## config.mk

```make
export PLATFORM = sky130hd
export DESIGN_NAME = reg_bank_param_flat
export DESIGN_NICKNAME = d
export VERILOG_FILES = /design/src/rtl/reg_bank_param_if.sv /design/src/rtl/reg_bank_param.sv /design/src/flat_wrapper.sv
export SDC_FILE = /design/constraint.sdc
export NUM_CORES = 1
export LEC_CHECK = 0
export BUFFER_PORTS_ARGS = -buffer_cell sky130_fd_sc_hd__buf_2
export CORE_AREA = 2 2 252 254
export DETAILED_ROUTE_END_ITERATION = 8
export DIE_AREA = 0 0 254 256
export PLACE_DENSITY = 0.66
export SLEW_MARGIN = 10
export SYNTH_ARGS = -nofsm -noshare
export SYNTH_HDL_FRONTEND = slang
export SYNTH_SLANG_ARGS = --single-unit
```

## constraint.sdc

```tcl
create_clock -name clk -period 3.42 [get_ports clk]
set_input_delay 0.342 -clock clk [delete_from_list [all_inputs] [get_ports clk]]
set_output_delay 0.342 -clock clk [all_outputs]
set_load 0.02 [all_outputs]
```

## src/rtl/reg_bank_param_if.sv

```systemverilog
// Register bank bus: read/write/claim requests from decode+writeback, read data and hazard flags back.
// Latency: carries no state of its own; timing is set by the bank behind the slave modport.
// Backpressure: none; every field is sampled by the bank every cycle.
//
// Ports (master = decode/writeback side, slave = register bank):
//   rs1, rs2, rd, write_data, reg_write, claim_en, claim_rd  master -> slave
//   data1, data2, dbg_out, rs1_busy, rs2_busy                 slave  -> master
interface reg_bank_param_if #(
  parameter int DATA_W = 32,
  parameter int ADDR_W = 4
);
  logic [ADDR_W-1:0] rs1;
  logic [ADDR_W-1:0] rs2;
  logic [ADDR_W-1:0] rd;
  logic [DATA_W-1:0] write_data;
  logic              reg_write;
  logic              claim_en;
  logic [ADDR_W-1:0] claim_rd;
  logic [DATA_W-1:0] data1;
  logic [DATA_W-1:0] data2;
  logic [DATA_W-1:0] dbg_out;
  logic              rs1_busy;
  logic              rs2_busy;

  modport master (
    output rs1, rs2, rd, write_data, reg_write, claim_en, claim_rd,
    input  data1, data2, dbg_out, rs1_busy, rs2_busy
  );

  modport slave (
    input  rs1, rs2, rd, write_data, reg_write, claim_en, claim_rd,
    output data1, data2, dbg_out, rs1_busy, rs2_busy
  );
endinterface

```

## src/rtl/reg_bank_param.sv

```systemverilog
// Parametrised register file: 2 registered read ports with write bypass, 1 write port, pending-write scoreboard.
// Latency: reads, writes and debug copy take 1 edge; busy flags are combinational in the same cycle.
// Backpressure: none; every input is consumed every cycle.
//
// Ports:
//   clk    system clock, rising edge
//   rst_n  asynchronous active-low reset
//   bus    reg_bank_param_if.slave (read addresses, write port, claim port, read data, busy flags)
module reg_bank_param #(
  parameter int DATA_W   = 32,
  parameter int ADDR_W   = 4,
  parameter int ZERO_REG = 0,
  parameter int PROT_REG = 15,
  parameter int DBG_REG  = 13
) (
  input logic             clk,
  input logic             rst_n,
  reg_bank_param_if.slave bus
);

  localparam int NREGS = 1 << ADDR_W;
  localparam logic [ADDR_W-1:0] ZERO_A = ADDR_W'(ZERO_REG);
  localparam logic [ADDR_W-1:0] PROT_A = ADDR_W'(PROT_REG);
  localparam logic [ADDR_W-1:0] DBG_A  = ADDR_W'(DBG_REG);

  logic [DATA_W-1:0] regs [NREGS];
  logic [NREGS-1:0]  pending;
  logic [NREGS-1:0]  pending_nxt;

  logic              wr_eff;
  logic              claim_ok;
  logic [DATA_W-1:0] rd1_nxt;
  logic [DATA_W-1:0] rd2_nxt;
  logic [DATA_W-1:0] dbg_nxt;
  logic [DATA_W-1:0] data1_q;
  logic [DATA_W-1:0] data2_q;
  logic [DATA_W-1:0] dbg_q;

  // Boot constants live in registers 2 and 3; everything else starts at zero.
  function automatic logic [DATA_W-1:0] reset_val(input int idx);
    if (idx == 2)      return DATA_W'(2);
    else if (idx == 3) return DATA_W'(349);
    else               return '0;
  endfunction

  // Read priority: hardwired zero, then same-cycle write bypass, then storage.
  function automatic logic [DATA_W-1:0] read_sel(
    input logic [ADDR_W-1:0] addr,
    input logic [DATA_W-1:0] stored,
    input logic              wr,
    input logic [ADDR_W-1:0] waddr,
    input logic [DATA_W-1:0] wdata
  );
    if (addr == ZERO_A)           return '0;
    else if (wr && waddr == addr) return wdata;
    else                          return stored;
  endfunction

  assign wr_eff   = bus.reg_write && (bus.rd != ZERO_A) && (bus.rd != PROT_A);
  assign claim_ok = bus.claim_en && (bus.claim_rd != ZERO_A) && (bus.claim_rd != PROT_A);

  always_comb begin
    rd1_nxt = read_sel(bus.rs1, regs[bus.rs1], wr_eff, bus.rd, bus.write_data);
    rd2_nxt = read_sel(bus.rs2, regs[bus.rs2], wr_eff, bus.rd, bus.write_data);
    dbg_nxt = read_sel(DBG_A,   regs[DBG_A],   wr_eff, bus.rd, bus.write_data);
  end

  // Claim is applied after the clear so a same-register claim keeps the bit set.
  always_comb begin
    pending_nxt = pending;
    if (wr_eff)   pending_nxt[bus.rd]       = 1'b0;
    if (claim_ok) pending_nxt[bus.claim_rd] = 1'b1;
  end

  always_ff @(posedge clk or negedge rst_n) begin
    if (!rst_n) begin
      for (int i = 0; i < NREGS; i++) regs[i] <= reset_val(i);
    end else if (wr_eff) begin
      regs[bus.rd] <= bus.write_data;
    end
  end

  always_ff @(posedge clk or negedge rst_n) begin
    if (!rst_n) begin
      pending <= '0;
      data1_q <= '0;
      data2_q <= '0;
      dbg_q   <= '0;
    end else begin
      pending <= pending_nxt;
      data1_q <= rd1_nxt;
      data2_q <= rd2_nxt;
      dbg_q   <= dbg_nxt;
    end
  end

  assign bus.data1   = data1_q;
  assign bus.data2   = data2_q;
  assign bus.dbg_out = dbg_q;

  // Zero and protected registers can never be pending, so they never report busy.
  assign bus.rs1_busy = pending[bus.rs1] & ~(wr_eff && (bus.rd == bus.rs1));
  assign bus.rs2_busy = pending[bus.rs2] & ~(wr_eff && (bus.rd == bus.rs2));

endmodule

```

## src/flat_wrapper.sv

```systemverilog
// flat-port wrapper written by rule: the top's interface ports become plain ports
module reg_bank_param_flat 
#(
  parameter int DATA_W   = 32,
  parameter int ADDR_W   = 4,
  parameter int ZERO_REG = 0,
  parameter int PROT_REG = 15,
  parameter int DBG_REG  = 13
)
  (clk, rst_n, bus_rs1, bus_rs2, bus_rd, bus_write_data, bus_reg_write, bus_claim_en, bus_claim_rd, bus_data1, bus_data2, bus_dbg_out, bus_rs1_busy, bus_rs2_busy);
  reg_bank_param_if #(.DATA_W(DATA_W), .ADDR_W(ADDR_W)) bus_i ();
  input logic clk;
  input logic rst_n;
  input wire logic [$bits(bus_i.rs1)-1:0] bus_rs1;
  input wire logic [$bits(bus_i.rs2)-1:0] bus_rs2;
  input wire logic [$bits(bus_i.rd)-1:0] bus_rd;
  input wire logic [$bits(bus_i.write_data)-1:0] bus_write_data;
  input wire logic [$bits(bus_i.reg_write)-1:0] bus_reg_write;
  input wire logic [$bits(bus_i.claim_en)-1:0] bus_claim_en;
  input wire logic [$bits(bus_i.claim_rd)-1:0] bus_claim_rd;
  output wire logic [$bits(bus_i.data1)-1:0] bus_data1;
  output wire logic [$bits(bus_i.data2)-1:0] bus_data2;
  output wire logic [$bits(bus_i.dbg_out)-1:0] bus_dbg_out;
  output wire logic [$bits(bus_i.rs1_busy)-1:0] bus_rs1_busy;
  output wire logic [$bits(bus_i.rs2_busy)-1:0] bus_rs2_busy;
  assign bus_i.rs1 = bus_rs1;
  assign bus_i.rs2 = bus_rs2;
  assign bus_i.rd = bus_rd;
  assign bus_i.write_data = bus_write_data;
  assign bus_i.reg_write = bus_reg_write;
  assign bus_i.claim_en = bus_claim_en;
  assign bus_i.claim_rd = bus_claim_rd;
  assign bus_data1 = bus_i.data1;
  assign bus_data2 = bus_i.data2;
  assign bus_dbg_out = bus_i.dbg_out;
  assign bus_rs1_busy = bus_i.rs1_busy;
  assign bus_rs2_busy = bus_i.rs2_busy;
  reg_bank_param #(.DATA_W(DATA_W), .ADDR_W(ADDR_W), .ZERO_REG(ZERO_REG), .PROT_REG(PROT_REG), .DBG_REG(DBG_REG)) u_core (.clk(clk), .rst_n(rst_n), .bus(bus_i));
endmodule
```

==> impl_metrics.tcl, run 1 <==
set metrics [dict create \
    cts_root_buf "clkbuf_16" \
    fin_crit_sh 0.794 \
    synth-seq-cells 624 \
    detail_route.first_pass.iterations 5 \
    holdWs_ns 0.173 \
    power_mw 22.6 \
    fin_setup_tns_ns 0 \
    async_flop_share 1.00 \
    synth_area_um2 30800 \
    required_ns 3.08 \
    r2r-end "u_core.bus.data2[18]" \
    grt_usage 0.255 \
    ys_seq_area_frac 0.508 \
    yosys_warnings 0 \
    final_area_um2 34700 \
    holdPathEnd "u_core.pending[8]" \
    end_kind "output pin" \
    cts_resized 0 \
    start_kind "flip-flop" \
    cp.arrival_ns 2.37 \
    crit-reg2reg-launch "u_core.regs[146]" \
    hold_violations 0 \
    start_util 0.493 \
    overflow 0 \
    r2r_slack_ns 1.76 \
    numCtsBuffers 70 \
    setup_ws_ns 0.704 \
    dp_hpwl_mm 47.7 \
    maxCapViolations 0 \
    grt_pass1_vias 19400 \
    dominantRegCellSynth "dfrtp_1" \
    drc 0 \
    synthDistinctLibCells 29 \
    fin_crit_ns 2.72 \
    slew_violations 0 \
    io-pin-count 150 \
    slew_headroom 0.419 \
    clock_latency_ns 0.61 \
    holdPathStages 3 \
    avgSynthCellArea_um2 16.0 \
    drt_iter0_drc 1135 \
    grt_setup_unrepaired "no" \
    reg2regPathDepth 4 \
    mostFrequentLayoutCells "dfrtp_1, mux2_2, mux4_2" \
    hp-class "primary input to flip-flop" \
    cp_common_cell "mux4_2" \
    n_antenna_cell 0 \
    area_growth_pct 12.8 \
    setup_viol 0 \
    die_y_um 256 \
    die_w_um 254 \
    coreArea_um2 62400 \
    leakagePower_nw 15.2 \
    cts_tree "yes" \
    cts_max_level 3 \
    drive_gt1_frac 0.525 \
    synth.net_count 1978 \
    path_max_fanout 3 \
    dp_slack_ns 0.835 \
    grt_max_degree 82 \
    vias 17800 \
    netlist_instances 1926 \
    grt_pass1_wl_mm 123 \
    cp_slowest_cell "mux4_2" \
    max_freq_mhz 368 \
    wl_mm 80.2 \
    gp_congestion 0.784 \
    port_buffers 149 \
    cts_sinks 624 \
    slowest_delay_ns 0.54 \
    vias_per_cell 6.23 \
    status "completed" \
    final_common_cell "dfrtp_1" \
    placed_cell_area_um2 32300 \
    synth-edff-count 0 \
    nNetsFinal 2015 \
    avgRoutedWirePerCell_um 28.0 \
    placement_rows 92 \
    ant_nets 0 \
    worstMarginPinSlew_ns 0.871 \
    antenna_found_initial 4 \
    fin_worst_skew_ns 0.0217 \
    cts.path.max_buffers 3 \
    path_class "flip-flop to output pin" \
    peakVddDrop_v 0.000399 \
    clkTransAtPathRegs_ns 0.06 \
    power_density_nw_per_um2 653 \
    cp_cell_sequence "mux4_2, mux4_2, nor2b_1, buf_2" \
    dieArea_um2 65000 \
    min_from "bus_claim_en" \
]
## repair_timing
| action | CTS | global route |
|---|---|---|
| setup buffers | 0 | 0 |
| hold buffers | 4 | 0 |
| setup endpoints to repair | 0 | 0 |
| endpoints found under the hold margin | 70 | 0 |
## power breakdown
| group | switching [mW] | total (mW) | internal (mW) | leakage [nW] |
|---|---|---|---|---|
| sequential | 1.04 | 10.0 | 8.98 | 7.77 |
| clock | 3.05 | 7.74 | 4.69 | 1.17 |
| combinational | 2.09 | 4.88 | 2.79 | 6.27 |
## synth_stat cells (all sizes together), types with 5 or more instances
cell type	instances	share of area
a22o	64	0.018
buf	135	0.024
clkbuf	113	0.014
dfrtp	617	0.50
dfstp	7	0.0060
mux2	448	0.16
mux2i	186	0.061
mux4	266	0.19
nand2	9	0.0011
nand2b	6	0.0012
nand3	5	0.00081
nand3b	8	0.0020
nand4	5	0.0010
nor2	12	0.0015
o21ai	19	0.0031
xnor2	8	0.0023
## sequential cells by signal (all words and copies together), names as in the netlist
name,count
u_core.bus.data1,32
u_core.regs,512
u_core.bus.data2,32
u_core.bus.dbg_out,32
u_core.pending,16
## area by class of cell
cell class / instances / area [µm²]
inverter: 1 / 3.75
multi-input combinational: 1053 / 14100
clock buffer: 110 / 2190
clock inverter: 15 / 199
sequential: 624 / 15600
fill: 4999 / 27700
tap: 846 / 1060
timing repair buffer: 213 / 1550
## critical path, delay by kind of cell (launching register included)
family	cells	cell delay, ns
buffers and inverters	1	0.18
muxes	2	1.00
DFF	1	0.41
and+or+nand+nor	1	0.17
## stage by stage
step / util / std cells
global route: 0.556 / 2862
global placement: 0.517 / 2733
CTS: 0.556 / 2862
finish: 0.556 / 2862
detailed placement: 0.517 / 2733
floorplan: - / 1926
## how the worst max path moves through the flow
stage	slack, ns	end	cells after the start	startpoint
final	0.70	bus_rs1_busy	4	u_core.pending[12]
after global routing	0.66	bus_rs1_busy	4	u_core.pending[11]
after CTS	0.68	bus_rs1_busy	4	u_core.pending[12]
after detailed placement	0.84	u_core.bus.data2[4]	6	bus_rd[1]
after global placement	0.86	bus_rs1_busy	5	bus_rs1[0]
after floorplan	1.30	bus_rs2_busy	5	bus_rs2[0]
## metal layers
layer | part of all wire | wire, µm | track usage
met1 | 0.43 | 34800 | 0.359
met2 | 0.48 | 38300 | 0.399
met3 | 0.062 | 4940 | 0.0566
met4 | 0.026 | 2080 | 0.0779
met5 | 0.00054 | 43 | 0
## cells by family after synthesis
kind of cell / after synthesis / synth area share
muxes: 900 / 0.419
AOI/OAI and AO/OA: 89 / 0.0228
xor gates and xnor gates: 8 / 0.00228
DFF: 624 / 0.508
and+or+nand+nor: 56 / 0.0101
buffers and inverters: 249 / 0.0377
(Power assumes the default switching activity.)
==> run 2, diff against run 1 <==
Clock period 3.42 ns to 2.5 ns, I/O delays scaled along.
==> run 2 against run 1 <==
The run now ends with setup timing left. Setup slack got worse by 0.76 ns. Die area unchanged. Utilization increased by 1.1 points. Clock power increased by 41%. Design area increased by 1.9%. Highest routed layer unchanged.
==> impl_metrics.tcl, run 2 (synthesis results as in run 1) <==
set metrics [dict create \
    status "finished with violations" \
    violations "setup timing" \
    grt_setup_unrepaired "yes" \
    die_y_um 256 \
    max_freq_mhz 391 \
    switching_share 0.273 \
    path_max_fanout 3 \
    stdcell_count 2909 \
    grt_pass1_wl_mm 123 \
    gp_congestion 0.785 \
    clkTransAtPathRegs_ns 0.06 \
    fin_crit_sh 1.02 \
    setup_viol 2 \
    fin_worst_skew_ns 0.0195 \
    switchingPower_mw 8.58 \
    cts_max_level 3 \
    final_area_um2 35300 \
    antenna_found_initial 8 \
    cp_slowest_cell "mux4_2" \
    cp_cell_sequence "mux4_2, mux4_2, nor2b_4, buf_6" \
    maxCapViolations 0 \
    cp_common_cell "mux4_2" \
    placement_rows 92 \
    avgRoutedWirePerCell_um 27.7 \
    clock_power_share 0.348 \
    drive_gt1_frac 0.539 \
    nFillCells 4912 \
    path_class "flip-flop to output pin" \
    cts.path.max_buffers 3 \
    drc 0 \
    hold_violations 0 \
    end_kind "output pin" \
    ant_nets 0 \
    slew_headroom 0.508 \
    drt_iter0_drc 1218 \
    dieArea_um2 65000 \
    start_util 0.493 \
    cts_tree "yes" \
    detail_route.first_pass.iterations 5 \
    area_growth_pct 14.9 \
    pwr-share-comb 0.215 \
    required_ns 2.25 \
    grt_usage 0.255 \
    setup_ws_ns -0.0566 \
    worstMarginPinSlew_ns 0.737 \
    mostFrequentLayoutCells "dfrtp_1, mux2_2, mux4_2" \
    vias 18000 \
    slowest_delay_ns 0.50 \
    cts_setup_buffers 0 \
    largest-register "u_core.regs" \
    grt_pass1_vias 19600 \
    dp_slack_ns 0.316 \
    hp-class "primary input to flip-flop" \
    fin_crit_ns 2.56 \
    holdWs_ns 0.0460 \
    placed_cell_area_um2 32800 \
    coreArea_um2 62400 \
    port_buffers 149 \
    cts_sinks 624 \
    nNetsFinal 2058 \
    overflow 0 \
    peakVddDrop_v 0.000700 \
    slew_violations 0 \
    grt_max_degree 96 \
    final_common_cell "dfrtp_1" \
    die_w_um 254 \
    power_density_nw_per_um2 890 \
    sequentialPowerShare 0.437 \
    dp_hpwl_mm 49.4 \
    placed_cells 2776 \
    largest_register_ffs 512 \
    leakagePower_nw 15.6 \
    intPower_mw 22.9 \
    cts_root_buf "clkbuf_16" \
    vias_per_cell 6.20 \
    clock_latency_ns 0.62 \
    cp.arrival_ns 2.31 \
    start_kind "flip-flop" \
    wl_mm 80.6 \
    io-pin-count 150 \
    numCtsBuffers 70 \
]
[run 2: layout make-up]
type,count,area [µm²],share of cell area
Tap cell,846,1060,0.0300
Timing Repair Buffer,256,2080,0.0589
Antenna cell,1,2.50,0.0000708
Inverter,1,3.75,0.000106
Clock inverter,24,313,0.00885
Sequential cell,624,15600,0.442
Multi-Input combinational cell,1053,14100,0.398
Clock buffer,104,2180,0.0616
[run 2: worst max-delay path: cells and delay by family (launching register included)]
| family | cells | cell delay [ns] |
|---|---|---|
| buf+inv | 1 | 0.14 |
| flops | 1 | 0.42 |
| mux | 2 | 0.97 |
| simple gates | 1 | 0.17 |
[run 2: final timing paths]
path	start	to	slack, ns	cells past startpoint
worst min register to register	u_core.regs[487]	u_core.regs[487]	0.39	0
worst min-delay path	bus_claim_rd[3]	u_core.pending[14]	0.05	3
max in group asynchronous	rst_n	u_core.regs[390]	1.41	4
worst max register to register	u_core.regs[0]	u_core.bus.data1[0]	0.79	4
worst max-delay path	u_core.pending[12]	bus_rs1_busy	-0.06	4
min in group asynchronous	rst_n	u_core.bus.dbg_out[25]	0.18	2
[run 2: repair_timing]
action                                  4_1_cts  5_1_grt
endpoints found under the setup margin        2        2
gates cloned                                  0        0
hold buffers                                  4        0
resized for setup                             8        0
endpoints found under the hold margin        92        0
[run 2: per-layer routing]
metal	global-route usage	vias to the layer above	wire [µm]
met5	0	-	71
met4	0.0819	12	2540
met3	0.0462	163	4280
met2	0.404	556	38900
met1	0.358	9811	34800
li1	-	7505	-
[run 2: metrics by stage]
stage	util	setup TNS, ns	power, mW
after floorplan	-	0	18.4
after global placement	0.525	0	20.3
after detailed placement	0.525	0	20.6
after CTS	0.566	-0.148	31.7
after global routing	0.566	-0.219	32.8
final	0.566	-0.0962	31.4
[run 2: power by group through the flow]
stage	logic (mW)	clock network, mW	registers [mW]
6_report	6.77	10.9	13.7
5_1_grt	7.27	11.6	14.0
4_1_cts	6.84	11.2	13.7
3_5_place_dp	6.78	0	13.9
3_3_place_gp	6.62	0	13.7
2_1_floorplan	4.53	0	13.9
==> run 3, diff against run 2 <==
--- a/config.mk
+++ b/config.mk
@@ -7,3 +7,3 @@
 export LEC_CHECK = 0
-export BUFFER_PORTS_ARGS = -buffer_cell sky130_fd_sc_hd__buf_2
+export BUFFER_PORTS_ARGS = -buffer_cell sky130_fd_sc_hd__buf_4
 export CORE_AREA = 2 2 252 254
--- a/constraint.sdc
+++ b/constraint.sdc
@@ -3,2 +3,2 @@
 set_output_delay 0.25 -clock clk [all_outputs]
-set_load 0.02 [all_outputs]
+set_load 0.01 [all_outputs]
==> run 3 against run 2 <==
The run now ends clean. Count of clock-buffer cells in the layout fell by 4. Critical path depth stayed put. Design area increased by 0.64%. Cell count increased by 0.24%. First-iteration DRC count grew 8.7%. Critical path type unchanged. Largest cell class unchanged. Highest routed layer unchanged.
==> impl_metrics.tcl, run 3 (synthesis results as in run 1) <==
set metrics [dict create \
    min_from "bus_write_data[15]" \
    cp_slowest_cell "mux4_2" \
    crit-reg2reg-launch "u_core.regs[82]" \
    grt_usage 0.258 \
    r2r-end "u_core.bus.data1[18]" \
    overflow 0 \
    start_util 0.493 \
    holdWs_ns 0.0190 \
    r2r_slack_ns 0.92 \
    end_kind "output pin" \
    maxCapViolations 0 \
    fin_crit_sh 0.999 \
    placement_rows 92 \
    status "completed" \
    cts_max_level 3 \
    fin_crit_ns 2.50 \
    dieArea_um2 65000 \
    avgRoutedWirePerCell_um 28.0 \
    vias_per_cell 6.20 \
    cts_root_buf "clkbuf_16" \
    required_ns 2.25 \
    grt_setup_unrepaired "yes" \
    drive_gt1_frac 0.530 \
    stdcell_count 2916 \
    worstMarginPinSlew_ns 0.812 \
    reg2regPathDepth 4 \
    hold_violations 0 \
    gp_congestion 0.788 \
    dp_hpwl_mm 49.1 \
    numCtsBuffers 69 \
    slew_headroom 0.459 \
    coreArea_um2 62400 \
    die_y_um 256 \
    placed_cells 2768 \
    grt_pass1_vias 19500 \
    nNetsFinal 2069 \
    largest_register_ffs 512 \
    path_max_fanout 3 \
    grt_pass1_wl_mm 125 \
    grt_max_degree 79 \
    fin_worst_skew_ns 0.0149 \
    holdPathStages 2 \
    cts.path.max_buffers 3 \
    clkTransAtPathRegs_ns 0.06 \
    drc 0 \
    cts_tree "yes" \
    antenna_found_initial 6 \
    ant_nets 0 \
    leakagePower_nw 15.6 \
    holdPathEnd "u_core.bus.data2[15]" \
    detail_route.first_pass.iterations 6 \
    cts_sinks 624 \
    path_class "flip-flop to output pin" \
    final_common_cell "dfrtp_1" \
    start_kind "flip-flop" \
    die_w_um 254 \
    mostFrequentLayoutCells "dfrtp_1, mux2_2, mux4_2" \
    slew_violations 0 \
    cp_common_cell "mux4_2" \
    port_buffers 149 \
    largest-register "u_core.regs" \
    io-pin-count 150 \
    clock_latency_ns 0.60 \
    cp_cell_sequence "mux4_2, mux4_2, nor2b_4, buf_6" \
    power_density_nw_per_um2 868 \
    vias 18100 \
    cp.arrival_ns 2.25 \
    wl_mm 81.7 \
    slowest_delay_ns 0.49 \
    drt_iter0_drc 1324 \
    area_growth_pct 15.6 \
    hp-class "primary input to flip-flop" \
    peakVddDrop_v 0.000510 \
    setup_viol 0 \
    max_freq_mhz 400 \
]
==> run 3: changes by cell type in the layout (fill, tap and decap cells not counted), moves of 4 or more <==
cell / previous run / this run
buf_4: 68 / 209
buf_2: 140 / 0
dlygate4sd3_1: 4 / 22
buf_12: 37 / 30
clkbuf_8: 19 / 13
clkbuf_1: 10 / 14
==> run 3: report_power, final <==
group	total, mW	internal (mW)	switching (mW)
registers	13.8	12.3	1.48
clock network	10.5	6.24	4.21
logic	6.66	4.14	2.52
total	30.9	22.7	8.21
==> run 3: cell type report <==
cell class / count / area, µm²
multi-input combinational: 1053 / 14100
clock inverter: 23 / 258
fill: 4861 / 26800
sequential: 624 / 15600
tap: 846 / 1060
antenna: 1 / 2.50
clock buffer: 100 / 2060
inverter: 1 / 3.75
timing repair buffer: 268 / 2480
==> run 3: metal layers <==
| metal | vias to the layer above | global-route usage | routed length [µm] |
|---|---|---|---|
| li1 | 7506 | - | - |
| met1 | 9852 | 0.367 | 35200 |
| met2 | 562 | 0.401 | 39100 |
| met3 | 161 | 0.0517 | 5100 |
| met4 | 8 | 0.0879 | 2330 |
| met5 | - | 0 | 50 |
==> run 3: worst max-delay path by stage <==
stage                     endpoint                from  slack (ns)
6_report              bus_rs2_busy   u_core.pending[3]       0.003
5_1_grt               bus_rs2_busy  u_core.pending[11]       -0.04
3_3_place_gp   u_core.bus.data2[5]          bus_rs2[0]        0.30
3_5_place_dp   u_core.bus.data2[0]          bus_rs2[0]        0.27
2_1_floorplan         bus_rs2_busy          bus_rs2[0]        0.60
4_1_cts               bus_rs2_busy   u_core.pending[3]       -0.04
==> run 3: repair_timing <==
action	in CTS	in global routing
endpoints found under the setup margin	2	2
setup buffers	1	1
resized for setup	6	0
cloned	0	0
hold buffers	22	0
endpoints found under the hold margin	112	0
==> run 3: worst max-delay path, delay by kind of cell, from the launching register on <==
| kind | cells | cell delay, ns |
|---|---|---|
| simple gates | 1 | 0.16 |
| mux | 2 | 0.96 |
| buf+inv | 1 | 0.12 |
| flops | 1 | 0.40 |
==> run 3: through the flow <==
stage / total power, mW / util / setup WS (ns) / TNS [ns] / instance area, µm²
after global routing: 32.3 / 0.570 / -0.0400 / -0.0658 / 35600
after detailed placement: 20.5 / 0.529 / 0.270 / 0 / 33000
final: 30.9 / 0.570 / 0.00262 / 0 / 35600
after CTS: 31.1 / 0.570 / -0.0406 / -0.0406 / 35600
after floorplan: 18.1 / - / 0.596 / 0 / 30800
after global placement: 20.2 / 0.529 / 0.298 / 0 / 33000
